**config.mk**
```make
export PLATFORM = sky130hd
export DESIGN_NAME = ysyx_24090012_ifid_queue
export DESIGN_NICKNAME = d
export VERILOG_FILES = /design/src/rtl/ysyx_24090012_pkg.sv /design/src/rtl/ysyx_24090012_predecode.sv /design/src/rtl/ysyx_24090012_ifid_queue.sv
export SDC_FILE = /design/constraint.sdc
export NUM_CORES = 1
export LEC_CHECK = 0
export BUFFER_PORTS_ARGS = -buffer_cell sky130_fd_sc_hd__buf_2
export CORE_MARGIN = 8
export CORE_UTILIZATION = 50
export CTS_CLUSTER_SIZE = 16
export DETAILED_ROUTE_END_ITERATION = 8
export GPL_TIMING_DRIVEN = 1
export MAX_ROUTING_LAYER = met4
export PLACE_DENSITY = 0.73
export SYNTH_ARGS = -nofsm -noshare
export SYNTH_HDL_FRONTEND = slang
export SYNTH_SLANG_ARGS = --single-unit
```
**constraint.sdc**
```tcl
create_clock -name clock -period 11.85 [get_ports clock]
set_input_delay 1.185 -clock clock [delete_from_list [all_inputs] [get_ports clock]]
set_output_delay 1.185 -clock clock [all_outputs]
set_load 0.02 [all_outputs]
```
**src/rtl/ysyx_24090012_pkg.sv**
```systemverilog
// ysyx_24090012_pkg: shared opcodes and the queued entry layout for the IF/ID queue
package ysyx_24090012_pkg;
  localparam logic [6:0]  OPC_BRANCH   = 7'b1100011;
  localparam logic [6:0]  OPC_JAL      = 7'b1101111;
  localparam logic [6:0]  OPC_JALR     = 7'b1100111;
  localparam logic [31:0] FENCE_I_INST = 32'h0000100F;
  typedef struct packed {
    logic [31:0] pc;
    logic [31:0] inst;
    logic [63:0] num;
    logic        is_branch;
    logic        is_jal;
    logic        is_jalr;
    logic        is_fence_i;
    logic [31:0] target;
  } entry_t;
endpackage

```
**src/rtl/ysyx_24090012_predecode.sv**
```systemverilog
// ysyx_24090012_predecode: control-flow class and static target of one instruction
module ysyx_24090012_predecode
  import ysyx_24090012_pkg::*;
#(
  parameter logic [31:0] FENCE_I = ysyx_24090012_pkg::FENCE_I_INST
) (
  input  logic [31:0] inst_i,
  input  logic [31:0] pc_i,
  output logic        is_branch_o,
  output logic        is_jal_o,
  output logic        is_jalr_o,
  output logic        is_fence_i_o,
  output logic [31:0] target_o
);
  logic [31:0] b_imm, j_imm;
  always_comb begin
    b_imm        = {{19{inst_i[31]}}, inst_i[31], inst_i[7], inst_i[30:25], inst_i[11:8], 1'b0};
    j_imm        = {{11{inst_i[31]}}, inst_i[31], inst_i[19:12], inst_i[20], inst_i[30:21], 1'b0};
    is_branch_o  = inst_i[6:0] == OPC_BRANCH;
    is_jal_o     = inst_i[6:0] == OPC_JAL;
    is_jalr_o    = inst_i[6:0] == OPC_JALR;
    is_fence_i_o = inst_i == FENCE_I;
    target_o     = is_branch_o ? pc_i + b_imm : is_jal_o ? pc_i + j_imm : '0;
  end
endmodule

```
**src/rtl/ysyx_24090012_ifid_queue.sv**
```systemverilog
// ysyx_24090012_ifid_queue: IFU-to-IDU decoupling FIFO with enqueue-time pre-decode and one-cycle flush
module ysyx_24090012_ifid_queue
  import ysyx_24090012_pkg::*;
#(
  parameter int          DEPTH        = 2,
  parameter int          PTR_W        = $clog2(DEPTH),
  parameter logic [31:0] FENCE_I_INST = ysyx_24090012_pkg::FENCE_I_INST
) (
  input  logic             clock,
  input  logic             reset,
  input  logic             in_valid,
  output logic             in_ready,
  input  logic [31:0]      in_pc,
  input  logic [31:0]      in_inst,
  input  logic [63:0]      in_num,
  input  logic             flush,
  output logic             out_valid,
  input  logic             out_ready,
  output logic [31:0]      out_pc,
  output logic [31:0]      out_inst,
  output logic [63:0]      out_num,
  output logic             out_is_branch,
  output logic             out_is_jal,
  output logic             out_is_jalr,
  output logic             out_is_fence_i,
  output logic [31:0]      out_target,
  output logic [PTR_W:0]   occupancy,
  output logic [31:0]      flush_drop_cnt
);
  localparam logic [PTR_W:0] FULL = (PTR_W+1)'(DEPTH);
  entry_t           mem_q [DEPTH];
  entry_t           in_ent, head;
  logic [PTR_W-1:0] rd_ptr_q, rd_ptr_d, wr_ptr_q, wr_ptr_d;
  logic [PTR_W:0]   occ_q, occ_d;
  logic [31:0]      drop_q, drop_d;
  logic             enq, deq;
  logic             pd_branch, pd_jal, pd_jalr, pd_fence_i;
  logic [31:0]      pd_target;
  ysyx_24090012_predecode #(.FENCE_I(FENCE_I_INST)) u_predecode (
    .inst_i      (in_inst),
    .pc_i        (in_pc),
    .is_branch_o (pd_branch),
    .is_jal_o    (pd_jal),
    .is_jalr_o   (pd_jalr),
    .is_fence_i_o(pd_fence_i),
    .target_o    (pd_target)
  );
  // in_ready looks only at registered occupancy and flush, never at out_ready
  always_comb begin
    in_ready  = occ_q != FULL && !flush;
    out_valid = occ_q != '0;
    enq       = in_valid && in_ready;
    deq       = out_valid && out_ready;
    in_ent    = '{pc: in_pc, inst: in_inst, num: in_num, is_branch: pd_branch, is_jal: pd_jal,
                  is_jalr: pd_jalr, is_fence_i: pd_fence_i, target: pd_target};
    head      = out_valid ? mem_q[rd_ptr_q] : '0;
    wr_ptr_d  = wr_ptr_q + PTR_W'(enq);
    rd_ptr_d  = flush ? wr_ptr_q : rd_ptr_q + PTR_W'(deq);
    occ_d     = flush ? '0 : occ_q + (PTR_W+1)'(enq) - (PTR_W+1)'(deq);
    drop_d    = flush ? drop_q + 32'(occ_q) - 32'(deq) : drop_q;
  end
  always_ff @(posedge clock or negedge reset) begin
    if (!reset) begin
      rd_ptr_q <= '0;
      wr_ptr_q <= '0;
      occ_q    <= '0;
      drop_q   <= '0;
    end else begin
      rd_ptr_q <= rd_ptr_d;
      wr_ptr_q <= wr_ptr_d;
      occ_q    <= occ_d;
      drop_q   <= drop_d;
    end
  end
  always_ff @(posedge clock) begin
    if (enq) mem_q[wr_ptr_q] <= in_ent;
  end
  assign out_pc         = head.pc;
  assign out_inst       = head.inst;
  assign out_num        = head.num;
  assign out_is_branch  = head.is_branch;
  assign out_is_jal     = head.is_jal;
  assign out_is_jalr    = head.is_jalr;
  assign out_is_fence_i = head.is_fence_i;
  assign out_target     = head.target;
  assign occupancy      = occ_q;
  assign flush_drop_cnt = drop_q;
endmodule

```
==> flow_summary_export.csv <==
group,metric,value,unit
synth,synthCells,1535,
floorplanning,initial_utilization,50.6,%
clock_network,clock-sinks,364,
critical_path,setup.worst_path.start_class,"flip-flop",
synth,synth.lib_cells_used.distinct,67,
sta,slew_headroom,22.4,%
routing,vias,13386,
sta,post-route-period-util,37.1,%
pwr,power.static_leakage,9.23,nW
floorplanning,io_pins,333,
layout,multi_input_comb_area,0.00719,mm2
critical_path,worst_setup_path_category,"reg -> reg",
synth,netlist_area,0.0185,mm2
routing,per_cell_routed_wire_length,20.6,um
job,max-cap-violations,0,
clock_network,clock_path_buffers,3,
placement,place.port_buffers,332,
critical_path,required,12230,ps
floorplanning,placeableCoreArea,0.0365,mm2
grt,initial_antenna_violation_count,5,
layout,finalInstanceArea,0.0218,mm2
sta,report.final.setup_viol,0,
clock_network,hold_buffers,0,
layout,syn2layout_area_growth,18.1,%
clock_network,post_cts_resized,0,
routing,post_detailed_route_via_to_cell_ratio,5.70,
synth,syn_nets,1751,
routing,drc,0,
layout,filler_cell_count,2976,
synth,synth-async-reset-ratio,9.89,%
synth,dominantRegCellSynth,"sky130_fd_sc_hd__edfxtp_1",
clock_network,clock_tree_from_tritoncts,"yes",
sta,max_freq,0.228,GHz
placement,gp_routability_congestion,0.920,
grt,grt_start_max_net_pins,125,
grt,wire_length_of_the_first_global_routing_pass,74700,um
clock_network,clk_transition_reported_paths,60,ps
placement,place_hpwl,34600,um
floorplanning,rows,70,
critical_path,crit_path_end_kind,"flip-flop",
layout,drive_above_1_share,21.8,%
floorplanning,floorplan.die.width,208,um
critical_path,critPathTopFamily,"compound AO/OA/AOI/OAI gates",
grt,grt_pass1_vias,13373,
placement,dpl_cell_area,0.0205,mm2
synth,synth-warning-count,0,
synth,synth_enable_flop_cells,328,
clock_network,htree_levels,2,
floorplanning,die_area,0.0433,mm2
grt,grt_usage,22.2,%
synth,avg_inst_size_synth,12.0,um2
critical_path,worst_path_largest_cell_delay,600,ps
routing,detailedRoute.firstPassIterationCount,5,
critical_path,crit_chain,"nor2_4 > buf_4 > inv_1 > and2_1 > ha_1 > inv_1 > ha_1 > fa_1 > a211oi_1 > nor2_1 > o21ai_0 > o21ai_1 > a21bo_2 > a221oi_1 > xor2_1 > mux2i_1",
routing,final_antenna_net_count,0,
floorplanning,die_height,208,um
sta,skew,24.6,ps
synth,yosys_reg_bits,364,
clock_network,cts_inserted_buffers,40,
routing,first_iter_violations,976,
sta,drv_slew,0,
critical_path,arrival,4770,ps
sta,fin_setup_tns,0,ps
critical_path,critPathBufInv,3,
sta,tightest_pin_transition,1160,ps
synth,synth_seq_area_share,58.2,%
clock_network,post-cts-setup-buffer-count,0,
outcome,run_status,"complete, no violations",
clock_network,insertion_delay,560,ps
pwr,power-per-cell-area,251,mW/mm2
clock_network,clockRootBuffer,"sky130_fd_sc_hd__clkbuf_16",
sta,period_needed,4390,ps
critical_path,crit_path_max_fanout,71,
pwr,max-vdd-ir-drop,0.168,mV
sta,rsz0062_at_grt,"false",
grt,overflow,0,
critical_path,cpMaxStageDelayCell,"sky130_fd_sc_hd__buf_4",
layout,sequential_cell_area,0.0108,mm2
sta,final-hold-violation-count,0,
min_path,worstHoldPathType,"reg -> reg",
layout,final_net_count,2060,
routing,route.final.wire_length,48400,um
[cell usage in the layout (no fill, tap or decap), types with 6 or more instances in the layout]
cell type,instances
sky130_fd_sc_hd__a21o_1,35
sky130_fd_sc_hd__nor2b_1,6
sky130_fd_sc_hd__o22ai_1,16
sky130_fd_sc_hd__clkbuf_16,41
sky130_fd_sc_hd__xnor2_1,28
sky130_fd_sc_hd__a31oi_1,9
sky130_fd_sc_hd__nand4_1,12
sky130_fd_sc_hd__buf_2,332
sky130_fd_sc_hd__ha_1,78
sky130_fd_sc_hd__a21oi_1,94
sky130_fd_sc_hd__a211oi_1,11
sky130_fd_sc_hd__a221oi_1,6
sky130_fd_sc_hd__clkinv_1,13
sky130_fd_sc_hd__o21ai_0,70
sky130_fd_sc_hd__mux2i_1,180
sky130_fd_sc_hd__and3_1,14
sky130_fd_sc_hd__buf_4,8
sky130_fd_sc_hd__nand3_1,17
sky130_fd_sc_hd__dfrtp_1,35
sky130_fd_sc_hd__inv_1,60
sky130_fd_sc_hd__nand2b_1,7
sky130_fd_sc_hd__and2_1,9
sky130_fd_sc_hd__xor2_1,27
sky130_fd_sc_hd__clkbuf_1,6
sky130_fd_sc_hd__o211ai_1,6
sky130_fd_sc_hd__nor2_1,208
sky130_fd_sc_hd__nor3_1,14
sky130_fd_sc_hd__nor4_1,12
sky130_fd_sc_hd__o21a_1,9
sky130_fd_sc_hd__nand2_1,76
sky130_fd_sc_hd__o21bai_1,8
sky130_fd_sc_hd__edfxtp_1,328
[synth_stat cells, types with 8 or more instances]
| library cell | instances | share of area [%] |
|---|---|---|
| sky130_fd_sc_hd__a211oi_1 | 11 | 0.45 |
| sky130_fd_sc_hd__a21o_1 | 35 | 1.4 |
| sky130_fd_sc_hd__a21oi_1 | 94 | 2.5 |
| sky130_fd_sc_hd__a31oi_1 | 9 | 0.30 |
| sky130_fd_sc_hd__and2_1 | 9 | 0.30 |
| sky130_fd_sc_hd__and3_1 | 14 | 0.47 |
| sky130_fd_sc_hd__buf_1 | 14 | 0.28 |
| sky130_fd_sc_hd__clkbuf_1 | 49 | 1.0 |
| sky130_fd_sc_hd__dfrtp_1 | 36 | 4.9 |
| sky130_fd_sc_hd__edfxtp_1 | 328 | 53 |
| sky130_fd_sc_hd__ha_1 | 80 | 5.4 |
| sky130_fd_sc_hd__inv_1 | 60 | 1.2 |
| sky130_fd_sc_hd__mux2i_1 | 180 | 9.8 |
| sky130_fd_sc_hd__nand2_1 | 76 | 1.5 |
| sky130_fd_sc_hd__nand3_1 | 17 | 0.46 |
| sky130_fd_sc_hd__nand4_1 | 12 | 0.41 |
| sky130_fd_sc_hd__nor2_1 | 209 | 4.2 |
| sky130_fd_sc_hd__nor3_1 | 14 | 0.38 |
| sky130_fd_sc_hd__nor4_1 | 12 | 0.41 |
| sky130_fd_sc_hd__o21a_1 | 9 | 0.37 |
| sky130_fd_sc_hd__o21ai_0 | 70 | 1.9 |
| sky130_fd_sc_hd__o21bai_1 | 8 | 0.33 |
| sky130_fd_sc_hd__o22ai_1 | 16 | 0.54 |
| sky130_fd_sc_hd__xnor2_1 | 28 | 1.3 |
| sky130_fd_sc_hd__xor2_1 | 27 | 1.3 |
[per-layer routing]
metal / part of all wire [%] / global-route usage [%] / up-vias
li1: - / - / 6356
met1: 41 / 26.8 / 6471
met2: 50 / 37.1 / 477
met3: 6.6 / 4.55 / 82
met4: 2.7 / 7.17 / 0
met5: 0 / - / -
[cells by family after synthesis]
logic type / Yosys count / synth area share [%]
AND/OR/NAND/NOR: 394 / 9.46
flip-flops: 364 / 58.2
AO/OA/AOI/OAI: 324 / 11.2
multiplexers: 181 / 9.82
buffers and inverters: 134 / 2.99
adder cells (fa/ha/maj): 83 / 5.75
XOR/XNOR: 55 / 2.61
[path summary, 6_finish.rpt]
path	start	to	slack [ps]	depth (start not counted)
setup / recovery	occupancy[0]	flush_drop_cnt[20]	7460	16
hold / removal	flush_drop_cnt[31]	flush_drop_cnt[31]	490	1
setup reg to reg	occupancy[0]	flush_drop_cnt[20]	7460	16
hold reg to reg	flush_drop_cnt[31]	flush_drop_cnt[31]	490	1
max in group asynchronous	reset	rd_ptr_q	10470	1
min in group asynchronous	reset	flush_drop_cnt[14]	750	1
[where the power goes]
| part | leakage [nW] | internal [mW] | switching [mW] |
|---|---|---|---|
| Combinational | 5.15 | 0.934 | 1.54 |
| Sequential | 3.45 | 1.64 | 0.123 |
| Clock | 0.632 | 0.739 | 0.488 |
| Total | 9.23 | 3.31 | 2.16 |
[cell type report]
type	instances	area share, %
Sequential cell	364	49.3
Inverter	60	1.03
Multi-Input combinational cell	1037	33.0
Clock buffer	47	4.81
Timing Repair Buffer	341	7.99
Tap cell	468	2.69
Clock inverter	25	1.11
Antenna cell	5	0.0574
[stage by stage]
step                      std cells  total power [mW]  hold slack, ps  utilization [%]  worst slack, ps
after floorplan                1535              3.58             478                -             5780
after global placement         2270              4.22             450             56.1             7550
after detailed placement       2270              4.26             483             56.1             7480
after CTS                      2342              5.51             493             59.7             7440
after global routing           2347              5.79             515             59.7             6980
final                          2347              5.46             486             59.7             7460
[sequential cells by signal, indices dropped and copies added (netlist names)]
signal and flops:
mem_q 328, wr_ptr_q 1, occupancy 2, flush_drop_cnt 32
rd_ptr_q 1
(Power assumes the default switching activity.)
